$ cat config.mk
export PLATFORM = sky130hd
export DESIGN_NAME = run_controller_flat
export DESIGN_NICKNAME = d
export VERILOG_FILES = /design/src/rtl/run_controller_if.sv /design/src/rtl/run_controller.sv /design/src/flat_wrapper.sv
export SDC_FILE = /design/constraint.sdc
export NUM_CORES = 1
export LEC_CHECK = 0
export ABC_AREA = 1
export ABC_CLOCK_PERIOD_IN_PS = 1600
export BUFFER_PORTS_ARGS = -buffer_cell sky130_fd_sc_hd__buf_4
export CORE_MARGIN = 2
export CORE_UTILIZATION = 48
export DETAILED_ROUTE_END_ITERATION = 16
export PLACE_DENSITY = 0.75
export SKIP_LAST_GASP = 1
export SYNTH_ARGS = -nofsm -noshare
export SYNTH_HDL_FRONTEND = slang
export SYNTH_SLANG_ARGS = --single-unit
$ cat constraint.sdc
create_clock -name clk -period 1.6 [get_ports clk]
set_clock_uncertainty 0.2 [all_clocks]
set_input_delay 0.08 -clock clk [delete_from_list [all_inputs] [get_ports clk]]
set_output_delay 0.08 -clock clk [all_outputs]
set_load 0.05 [all_outputs]
$ cat src/rtl/run_controller_if.sv
// run_controller_if -- host command port plus sequencer-facing status of the
// run/halt/single-step controller.
//
//   cmd_valid/cmd_op/cmd_arg  host command (valid/ready handshake)
//   cmd_ready                 combinational accept from the controller
//   pc                        program counter from the program sequencer
//   run                       registered fetch enable back to the sequencer
//   halted/bp_hit/bp_armed    status flags
//   step_remaining            clocks left in the current STEP
//   cycle_count               saturating count of run=1 clocks
//
// master = host/sequencer side, slave = run_controller.
interface run_controller_if #(
    parameter int PC_WIDTH   = 8,
    parameter int STEP_WIDTH = 8,
    parameter int CNT_WIDTH  = 16
);
    localparam int ARG_W = (PC_WIDTH > STEP_WIDTH) ? PC_WIDTH : STEP_WIDTH;

    logic                  cmd_valid;
    logic [2:0]            cmd_op;
    logic [ARG_W-1:0]      cmd_arg;
    logic                  cmd_ready;
    logic [PC_WIDTH-1:0]   pc;
    logic                  run;
    logic                  halted;
    logic                  bp_hit;
    logic                  bp_armed;
    logic [STEP_WIDTH-1:0] step_remaining;
    logic [CNT_WIDTH-1:0]  cycle_count;

    modport master (
        output cmd_valid, cmd_op, cmd_arg, pc,
        input  cmd_ready, run, halted, bp_hit, bp_armed, step_remaining, cycle_count
    );

    modport slave (
        input  cmd_valid, cmd_op, cmd_arg, pc,
        output cmd_ready, run, halted, bp_hit, bp_armed, step_remaining, cycle_count
    );
endinterface

$ cat src/rtl/run_controller.sv
// run_controller -- run/halt/single-step sequencer for the 4-bit CPU.
// Drives the registered fetch enable (run=0 makes the decoder see NOP),
// accepts host commands, halts on a hardware breakpoint on pc and counts
// clocks spent with run=1.
//
// Ports:
//   clk    system clock, all state changes on posedge
//   reset  synchronous, active-low
//   bus    run_controller_if.slave: command handshake, pc in, status out
module run_controller #(
    parameter int PC_WIDTH      = 8,
    parameter int STEP_WIDTH    = 8,
    parameter int CNT_WIDTH     = 16,
    parameter bit START_RUNNING = 1'b1
) (
    input  logic             clk,
    input  logic             reset,
    run_controller_if.slave  bus
);
    typedef enum logic [1:0] {
        ST_HALTED   = 2'd0,
        ST_RUNNING  = 2'd1,
        ST_STEPPING = 2'd2
    } state_t;

    localparam logic [2:0] OP_NOP    = 3'b000;
    localparam logic [2:0] OP_RUN    = 3'b001;
    localparam logic [2:0] OP_HALT   = 3'b010;
    localparam logic [2:0] OP_STEP   = 3'b011;
    localparam logic [2:0] OP_SET_BP = 3'b100;
    localparam logic [2:0] OP_CLR_BP = 3'b101;
    localparam logic [2:0] OP_CLR_CNT = 3'b110;

    localparam logic [STEP_WIDTH-1:0] STEP_ONE = STEP_WIDTH'(1);
    localparam logic [CNT_WIDTH-1:0]  CNT_ONE  = CNT_WIDTH'(1);
    localparam state_t RESET_STATE = START_RUNNING ? ST_RUNNING : ST_HALTED;

    state_t                state_q, state_d;
    logic                  run_q, run_d;
    logic                  bp_hit_q, bp_hit_d;
    logic                  bp_armed_q, bp_armed_d;
    logic [PC_WIDTH-1:0]   bp_addr_q, bp_addr_d;
    logic [STEP_WIDTH-1:0] step_q, step_d;
    logic [CNT_WIDTH-1:0]  cnt_q, cnt_d;
    logic                  mask_q, mask_d;

    logic                  cmd_ready;
    logic                  accept;
    logic                  bp_match;
    logic [STEP_WIDTH-1:0] step_arg;

    always_comb begin
        state_d    = state_q;
        bp_hit_d   = bp_hit_q;
        bp_armed_d = bp_armed_q;
        bp_addr_d  = bp_addr_q;
        step_d     = step_q;
        cnt_d      = cnt_q;

        // A step in progress only yields to HALT; everything else waits.
        cmd_ready = (state_q != ST_STEPPING) || (bus.cmd_op == OP_HALT);
        accept    = bus.cmd_valid && cmd_ready;
        step_arg  = bus.cmd_arg[STEP_WIDTH-1:0];

        // mask_q suppresses the compare on the first run cycle after a
        // resume so restarting at the breakpoint address makes progress.
        bp_match = bp_armed_q && run_q && (bus.pc == bp_addr_q) && !mask_q;

        if (state_q == ST_STEPPING && run_q) begin
            step_d = step_q - STEP_ONE;
            if (step_q == STEP_ONE)
                state_d = ST_HALTED;
        end

        if (run_q && (cnt_q != '1))
            cnt_d = cnt_q + CNT_ONE;

        if (accept) begin
            case (bus.cmd_op)
                OP_RUN: begin
                    if (state_q == ST_HALTED) begin
                        state_d  = ST_RUNNING;
                        bp_hit_d = 1'b0;
                    end
                end
                OP_HALT: begin
                    state_d = ST_HALTED;
                    step_d  = '0;
                end
                OP_STEP: begin
                    state_d  = ST_STEPPING;
                    step_d   = (step_arg == '0) ? STEP_ONE : step_arg;
                    bp_hit_d = 1'b0;
                end
                OP_SET_BP: begin
                    bp_addr_d  = bus.cmd_arg[PC_WIDTH-1:0];
                    bp_armed_d = 1'b1;
                end
                OP_CLR_BP:  bp_armed_d = 1'b0;
                OP_CLR_CNT: cnt_d      = '0;
                default: ;  // NOP and reserved op: accepted, no effect
            endcase
        end

        // A breakpoint wins over any state change requested this cycle;
        // a halted controller never holds a pending step count.
        if (bp_match) begin
            state_d  = ST_HALTED;
            step_d   = '0;
            bp_hit_d = 1'b1;
        end

        run_d  = (state_d != ST_HALTED);
        mask_d = (state_q == ST_HALTED) && (state_d != ST_HALTED);
    end

    always_ff @(posedge clk) begin
        if (!reset) begin
            state_q    <= RESET_STATE;
            run_q      <= START_RUNNING;
            bp_hit_q   <= 1'b0;
            bp_armed_q <= 1'b0;
            bp_addr_q  <= '0;
            step_q     <= '0;
            cnt_q      <= '0;
            mask_q     <= 1'b0;
        end else begin
            state_q    <= state_d;
            run_q      <= run_d;
            bp_hit_q   <= bp_hit_d;
            bp_armed_q <= bp_armed_d;
            bp_addr_q  <= bp_addr_d;
            step_q     <= step_d;
            cnt_q      <= cnt_d;
            mask_q     <= mask_d;
        end
    end

    assign bus.cmd_ready      = cmd_ready;
    assign bus.run            = run_q;
    assign bus.halted         = (state_q == ST_HALTED);
    assign bus.bp_hit         = bp_hit_q;
    assign bus.bp_armed       = bp_armed_q;
    assign bus.step_remaining = step_q;
    assign bus.cycle_count    = cnt_q;
endmodule

$ cat src/flat_wrapper.sv
// flat-port wrapper written by rule: the top's interface ports become plain ports
module run_controller_flat 
#(
    parameter int PC_WIDTH      = 8,
    parameter int STEP_WIDTH    = 8,
    parameter int CNT_WIDTH     = 16,
    parameter bit START_RUNNING = 1'b1
)
  (clk, reset, bus_cmd_valid, bus_cmd_op, bus_cmd_arg, bus_pc, bus_cmd_ready, bus_run, bus_halted, bus_bp_hit, bus_bp_armed, bus_step_remaining, bus_cycle_count);
  run_controller_if #(.PC_WIDTH(PC_WIDTH), .STEP_WIDTH(STEP_WIDTH), .CNT_WIDTH(CNT_WIDTH)) bus_i ();
  input  logic clk;
  input  logic reset;
  input wire logic [$bits(bus_i.cmd_valid)-1:0] bus_cmd_valid;
  input wire logic [$bits(bus_i.cmd_op)-1:0] bus_cmd_op;
  input wire logic [$bits(bus_i.cmd_arg)-1:0] bus_cmd_arg;
  input wire logic [$bits(bus_i.pc)-1:0] bus_pc;
  output wire logic [$bits(bus_i.cmd_ready)-1:0] bus_cmd_ready;
  output wire logic [$bits(bus_i.run)-1:0] bus_run;
  output wire logic [$bits(bus_i.halted)-1:0] bus_halted;
  output wire logic [$bits(bus_i.bp_hit)-1:0] bus_bp_hit;
  output wire logic [$bits(bus_i.bp_armed)-1:0] bus_bp_armed;
  output wire logic [$bits(bus_i.step_remaining)-1:0] bus_step_remaining;
  output wire logic [$bits(bus_i.cycle_count)-1:0] bus_cycle_count;
  assign bus_i.cmd_valid = bus_cmd_valid;
  assign bus_i.cmd_op = bus_cmd_op;
  assign bus_i.cmd_arg = bus_cmd_arg;
  assign bus_i.pc = bus_pc;
  assign bus_cmd_ready = bus_i.cmd_ready;
  assign bus_run = bus_i.run;
  assign bus_halted = bus_i.halted;
  assign bus_bp_hit = bus_i.bp_hit;
  assign bus_bp_armed = bus_i.bp_armed;
  assign bus_step_remaining = bus_i.step_remaining;
  assign bus_cycle_count = bus_i.cycle_count;
  run_controller #(.PC_WIDTH(PC_WIDTH), .STEP_WIDTH(STEP_WIDTH), .CNT_WIDTH(CNT_WIDTH), .START_RUNNING(START_RUNNING)) u_core (.clk(clk), .reset(reset), .bus(bus_i));
endmodule
==> results.toml <==
[synthesis]
syn_inst = 335
ys_ff_latch = 38
synthArstFlopShare_pct = 0
synth_fp_nets = 360
synth_top_cells_by_count = "nand2_1 (81), inv_1 (50), nor2_1 (50)"
synth_most_common_cell = "nand2_1"
yosys.area.top_type = "dfxtp_1"
synth_edf_count = 0
synth_seq_area_share_pct = 35.2
syn_area_um2 = 2160
synth_top_area_share_pct = 35.2
synthTopCellsByArea = "dfxtp_1 (35%), nand2_1 (14%), inv_1 (8.7%)"
synth_cell_types = 30
synth_ff_type = "dfxtp_1"
syn_avg_cell_area_um2 = 6.46
ys_warn_count = 0

[cts]
cts.sinks = 38
cts_tree = "done"
root_buffer = "clkbuf_8"
htree_levels = 2
clk_path_buf_depth = 2
numCtsBuffers = 5
clkLatencyLatePin_ns = 0.29
clkTransAtPathRegs_ns = 0.08

[route]
routed_wl_um = 5820
post-route-drc-count = 0
wl_per_cell_um = 12.5
first_pass_iters = 4
vias = 2339
postRouteAntennaNets = 0
drt_iter0_drc = 112
via_per_inst = 5.02

[sta]
final_hold_viol_count = 0
fin_crit_sh_pct = 104
finalSetupTns_ns = -0.330
max_freq_ghz = 0.603
drv_slew = 0
hold_ws_ns = 0.0147
rsz0062_at_grt = "yes"
setup_ws_ns = -0.0585
fin_crit_ns = 1.66
worst_slew_pin_slew_ns = 0.248
setup_viol = 11
relSlewSlack_pct = 83.3

[critical_path]
crit_type = "flop to flop"
critPathCaptureType = "flop"
critPathMaxFanout = 8
arrival_ns = 1.65
crit-reg2reg-launch = "u_core.bus.cycle_count[1]"
cp-start-kind = "flop"
crit_required_ns = 1.59
crit_start = "u_core.bus.cycle_count[1]"

[worst_hold_path]
min_from = "bus_cmd_op[2]"
min_path_type = "input port to flop"

[die]
initial_core_util_pct = 49.7
fp-row-count = 24
dieArea_um2 = 5060
fp.coreArea_um2 = 4350
io_pins = 51
dieHeight_um = 71.1
die_w_um = 71.1

[pwr]
power_density_nw_per_um2 = 704
ir_drop_uv = 487
p_leak_nw = 1.44

[placed_design]
dp_hpwl_um = 4040
numPortBuffers = 50
place_area_um2 = 2740
place.gp.congestion = 0.893

[global_route]
grt_pass1_vias = 2055
grt.total_usage_pct = 22.1
grt_max_degree = 17
grt.overflow.total = 0
antenna_found_initial = 0
grt_pass1_wl_um = 8970

[status]
outcome = "complete, but fails checks"
violations = "negative setup slack"

[final_layout]
drive_gt1_share_pct = 36.5
fin_area_um2 = 3130
syn2layout_area_growth_pct = 44.6
final_util_pct = 71.8
fin_nets = 439
diodes = 0

[flow_run]
maxCapViolations = 0
[layout by cell type, fill, tap and decap left out]
master	count
nand2_1	73
buf_4	62
inv_1	47
nor2_1	38
a21oi_1	19
dfxtp_2	19
dfxtp_1	16
xor2_1	14
nand3_1	13
dlygate4sd3_1	12
nor2_2	10
o21ai_0	8
nand2_2	7
o21ai_2	7
o21ai_1	7
inv_2	6
nand2_4	5
nand3_2	5
nor3_1	5
clkbuf_8	5
nor2_4	4
nand4_1	4
nor3_2	3
a21oi_2	3
buf_6	3
dfxtp_4	3
nand3_4	2
a22oi_1	2
clkbuf_1	2
xnor2_1	1
nor3b_2	1
inv_4	1
or2_2	1
a31o_2	1
o31ai_1	1
ha_4	1
ha_1	1
ha_2	1
buf_12	1
[kinds of logic after synthesis]
family	share of synthesized area, %
AO/OA/AOI/OAI	11.8
XOR/XNOR	6.07
adder cells (fa/ha/maj)	1.74
buffers and inverters	11.1
flip-flops	35.2
AND/OR/NAND/NOR	34.1
[stage by stage]
step	total power [mW]	std cells	worst slack, ns
floorplan	1.35	335	-0.129
global placement	1.51	445	0.0193
detailed placement	1.51	445	-0.0381
CTS	2.17	464	-0.0133
global route	2.29	466	-0.133
finish	2.20	466	-0.0585
[path summary, 6_finish.rpt]
kind,cells after the start,slack [ns],endpoint
setup / recovery,11,-0.06,u_core.bus.cycle_count[5]
hold / removal,5,0.01,u_core.bus.bp_hit
hold reg to reg,2,0.27,u_core.bus.bp_hit
setup reg to reg,11,-0.06,u_core.bus.cycle_count[5]
[per-layer routing]
metal | global-route usage (%) | part of all wire, %
met4 | 6.50 | 1.1
met3 | 4.84 | 4.3
met5 | 0 | 0
met1 | 29.8 | 47
met2 | 35.5 | 48
[power by group]
group | leakage [nW] | switching (mW) | internal [mW]
Combinational | 1.08 | 0.320 | 0.204
Sequential | 0.319 | 0.0422 | 0.992
Clock | 0.0383 | 0.343 | 0.301
Total | 1.44 | 0.705 | 1.50
[repair_timing]
item | in CTS | in global routing
setup endpoints to repair | 12 | 35
endpoints found under the hold margin | 21 | 0
buffers inserted | 0 | 3
pin swaps | 1 | 13
resized for setup | 6 | 50
hold buffers | 12 | 0
[flip-flops by register name (all words and copies together) (netlist names)]
register	flops
u_core.bp_addr_q	8
u_core.bus.bp_armed	1
u_core.bus.bp_hit	1
u_core.bus.cycle_count	16
u_core.bus.run	1
u_core.bus.step_remaining	8
u_core.mask_q	1
u_core.state_q	2
[layout make-up]
type	instances	area (um^2)
sequential	38	796
tap	52	65.1
timing repair buffer	78	639
clock buffer	7	76.3
multi-input combinational	237	1350
fill	339	1230
inverter	54	205
[worst max-delay path, stage by stage, from the launching register on]
cell     delay, ns
dfxtp_4       0.37
ha_4          0.13
nand2_2       0.05
inv_2         0.09
nand2_4       0.07
nor2_4        0.13
nand3_4       0.10
nand2_4       0.13
buf_12        0.14
nand2_2       0.05
o21ai_2       0.05
nor2_1        0.05
Note: power is estimated with default switching activity, not from simulation.
